`src/rtl/flag_unit.sv`:
```
// rtl/flag_unit.sv - NZCV flag register, two-stage shadow pipeline of in-flight setters, decode stall and flag forwarding.
// Optional build macro FLAG_FWD_EN enables the same-cycle commit bypass to decode.
module flag_unit (
    input  logic       clk,
    input  logic       reset,
    input  logic       FlagEI,
    input  logic       CondCheck,
    input  logic       FlagEO,
    input  logic [3:0] ALUFlags,
    output logic [3:0] Flags,
    output logic [3:0] FlagsFwd,
    output logic       FlagStall,
    output logic [1:0] Pending,
    output logic       FlagErr
);

    logic       s0_q, s0_d;
    logic       s1_q, s1_d;
    logic [3:0] flags_q, flags_d;
    logic       err_q, err_d;

    always_comb begin
        s0_d    = FlagEI & ~FlagStall;
        s1_d    = s0_q;
        flags_d = FlagEO ? ALUFlags : flags_q;
        // The shadow stage must line up exactly with the queue's own flag enable.
        err_d   = err_q | (s1_q != FlagEO);
    end

    always_ff @(posedge clk or posedge reset) begin
        if (reset) begin
            s0_q    <= 1'b0;
            s1_q    <= 1'b0;
            flags_q <= 4'b0000;
            err_q   <= 1'b0;
        end else begin
            s0_q    <= s0_d;
            s1_q    <= s1_d;
            flags_q <= flags_d;
            err_q   <= err_d;
        end
    end

`ifdef FLAG_FWD_EN
    // The s1 producer commits this cycle and is bypassed, so only s0 blocks a B.cond.
    assign FlagStall = CondCheck & s0_q;
    assign FlagsFwd  = FlagEO ? ALUFlags : flags_q;
`else
    assign FlagStall = CondCheck & (s0_q | s1_q);
    assign FlagsFwd  = flags_q;
`endif

    assign Flags   = flags_q;
    assign Pending = {1'b0, s0_q} + {1'b0, s1_q};
    assign FlagErr = err_q;

endmodule

```
`config.mk`:
```
export PLATFORM = sky130hd
export DESIGN_NAME = flag_unit
export DESIGN_NICKNAME = d
export VERILOG_FILES = /design/src/rtl/flag_unit.sv
export SDC_FILE = /design/constraint.sdc
export NUM_CORES = 1
export LEC_CHECK = 0
export CAP_MARGIN = 20
export CORE_AREA = 4 4 41 43
export CTS_BUF_LIST = sky130_fd_sc_hd__clkbuf_8
export CTS_CLUSTER_DIAMETER = 60
export CTS_CLUSTER_SIZE = 20
export DETAILED_ROUTE_END_ITERATION = 8
export DIE_AREA = 0 0 45 47
export SYNTH_ARGS = -nofsm -noshare
export SYNTH_HDL_FRONTEND = slang
export SYNTH_SLANG_ARGS = --single-unit
```
`constraint.sdc`:
```
create_clock -name clk -period 1.5 [get_ports clk]
set_input_delay 0.3 -clock clk [delete_from_list [all_inputs] [get_ports clk]]
set_output_delay 0.3 -clock clk [all_outputs]
set_load 0.1 [all_outputs]
```
==> impl_metrics.tcl <==
set metrics [dict create \
    outcome "finished clean" \
    area_growth_pct 125 \
    max_slew_margin_pct 82.0 \
    finalSetupViolCount 0 \
    cts_tree "done" \
    worstPathArrival_ns 1.17 \
    postSynthRegisterBits 7 \
    fin_setup_tns_ns 0 \
    synth_area_um2 314 \
    global_route_wire_length_before_repair_mm 1.26 \
    placement.io_buffers 20 \
    core_um2 1300 \
    net_count_synth 35 \
    cell_count_after_synthesis 24 \
    timing.reg2reg.worst_path_depth 4 \
    powerDensity_nw_per_um2 1280 \
    clkSlewWorstSetupHoldPaths_ns 0.04 \
    timing.critical_path.fanout_max 3 \
    route.layer.met1.wl_um 239 \
    rr_startpoint "s1_q$_DFF_PP0_" \
    cp_required_ns 1.20 \
    min-delay-path-class "input port to asynchronous set/reset pin" \
    die_width_um 45 \
    cts_resized 0 \
    static-leakage-power_nw 0.318 \
    clock-sinks 7 \
    max_slew.worst_pin.slew_ns 0.270 \
    syn_avg_cell_area_um2 13.1 \
    finalHoldViolations 0 \
    drtPass1Iterations 4 \
    number_of_antenna_violations_at_the_first_check_in_global_routing 0 \
    slew_violations 0 \
    cp-start-kind "flop" \
    insertedDiodeCount 0 \
    topRoutingLayerUsed "met4" \
    seqCellArea_um2 180 \
    report.power.total_mw 0.902 \
    worst_skew_pair.late_latency_ns 0.22 \
    finalWeightedCongestion 0.601 \
    die_outline_area_um2 2120 \
    ctsHoldBuffers 0 \
    clk_root_buffer_cell "sky130_fd_sc_hd__clkbuf_8" \
    route.met2.wl_um 549 \
    cts-buffers-inserted 3 \
    rrSetupSlack_ns 0.51 \
    worst_clock_skew_ns 0.00261 \
    groute.usage.overall_pct 9.40 \
    final.min_clock_period_ns 1.47 \
    post_drt_wl_per_cell_um 13.4 \
    post_drt_via_cell_ratio 3.85 \
    via_count 239 \
    multiInputGateArea_um2 108 \
    post-dp-hpwl_um 690 \
    worst_setup_path_end_kind "output pin" \
    grt_remaining_overflow 0 \
    floorplan.initialDensity_pct 24.1 \
    final_antenna_net_count 0 \
    drt_iter0_markers 3 \
    drv.max_cap_violation_count 0 \
    final_layout_size_suffix_gt1_share_pct 59.6 \
    yosys.cell_types.count 8 \
    ys_warn_count 0 \
    n_fill_cell 105 \
    first_global_vias 282 \
    rows 13 \
    max-vdd-ir-drop_mv 0.540 \
    met3RoutedLength_um 33 \
    drc 0 \
    ctsLongestPathBuffers 2 \
    critical_path.reg2reg.endpoint "FlagErr$_DFF_PP0_" \
    h-tree-depth 1 \
    max_freq_mhz 681 \
    most-common-layout-cells "12 x sky130_fd_sc_hd__buf_12, 8 x sky130_fd_sc_hd__clkdlybuf4s50_1, 4 x sky130_fd_sc_hd__dfrtp_2, 4 x sky130_fd_sc_hd__mux2_2, 4 x sky130_fd_sc_hd__inv_1" \
    floorplan.die.height_um 47 \
    final_net_count 59 \
    routed_wl_um 831 \
    mostFrequentLayoutCell "sky130_fd_sc_hd__buf_12" \
    design.portCount 21 \
    fin_crit_sh_pct 97.9 \
    grt_start_max_net_pins 8 \
    setup.worst_path.class "flop to output pin" \
    synth_sequential_area_ratio_pct 55.8 \
]
## Yosys cell counts
cell / number / area share [%]
sky130_fd_sc_hd__dfrtp_1: 7 / 56
sky130_fd_sc_hd__ha_1: 2 / 8.0
sky130_fd_sc_hd__nand2b_1: 1 / 2.0
sky130_fd_sc_hd__inv_1: 3 / 3.6
sky130_fd_sc_hd__nor2b_1: 2 / 4.0
sky130_fd_sc_hd__xnor2_1: 1 / 2.8
sky130_fd_sc_hd__mux2_2: 4 / 14
sky130_fd_sc_hd__buf_4: 4 / 9.6
## flip-flops by register name, summed over array words and instances, names as in the netlist
name     cells
FlagErr      1
Flags        4
s0_q         1
s1_q         1
## layer usage
metal	up-vias	global-route usage, %
met2	4	17.2
li1	116	-
met1	117	7.23
met4	0	10.5
met5	-	0
met3	2	3.07
## logic make-up (layout without fill, tap and decap cells)
family | after synthesis | in the layout | synth area share (%)
AND/OR/NAND/NOR | 3 | 3 | 5.98
flip-flops | 7 | 7 | 55.8
XOR/XNOR | 1 | 1 | 2.79
buffers and inverters | 7 | 30 | 13.1
adder cells (fa/ha/maj) | 2 | 2 | 7.97
multiplexers | 4 | 4 | 14.3
## report_power, final
group | internal (mW) | leakage, nW | switching (mW)
sequential | 0.207 | 0.0763 | 0.0238
clock | 0.176 | 0.0269 | 0.0774
combinational | 0.158 | 0.215 | 0.260
total | 0.541 | 0.318 | 0.361
## metrics by stage
| stage | util [%] | setup slack [ns] | cells | cell area, um2 | hold slack [ns] |
|---|---|---|---|---|---|
| floorplan | - | 0.0534 | 24 | 329 | 0.103 |
| global placement | 49.0 | 0.0963 | 55 | 638 | 0.392 |
| detailed placement | 49.0 | 0.0912 | 55 | 638 | 0.415 |
| CTS | 53.7 | 0.00917 | 61 | 698 | 0.304 |
| global route | 54.2 | -0.00195 | 62 | 706 | 0.333 |
| finish | 54.2 | 0.0315 | 62 | 706 | 0.303 |
## worst max path at each step
| stage | from | cells past startpoint | to |
|---|---|---|---|
| finish | s0_q$_DFF_PP0_ | 4 | FlagStall |
| global route | s0_q$_DFF_PP0_ | 4 | FlagStall |
| CTS | s0_q$_DFF_PP0_ | 4 | FlagStall |
| detailed placement | CondCheck | 3 | FlagStall |
| global placement | CondCheck | 3 | FlagStall |
| floorplan | s1_q$_DFF_PP0_ | 1 | Pending[1] |
## area by class of cell
type / count / area share, %
well taps: 15 / 2.66
clock buffers: 3 / 5.85
multi-input cells: 10 / 15.2
repair buffers: 23 / 48.6
flip-flops and latches: 7 / 25.5
inverters: 3 / 1.60
clock inverters: 1 / 0.532
## worst max-delay path, stage by stage, from the launching register on
cell,delay [ns]
sky130_fd_sc_hd__dfrtp_1,0.37
sky130_fd_sc_hd__inv_1,0.06
sky130_fd_sc_hd__ha_2,0.19
sky130_fd_sc_hd__nor2b_4,0.14
sky130_fd_sc_hd__buf_12,0.18
## repair_timing
| item | in CTS | in global routing |
|---|---|---|
| pin swaps | 0 | 0 |
| buffers inserted | 2 | 1 |
| endpoints found under the setup margin | 1 | 2 |
Note: power is estimated with default switching activity, not from simulation.
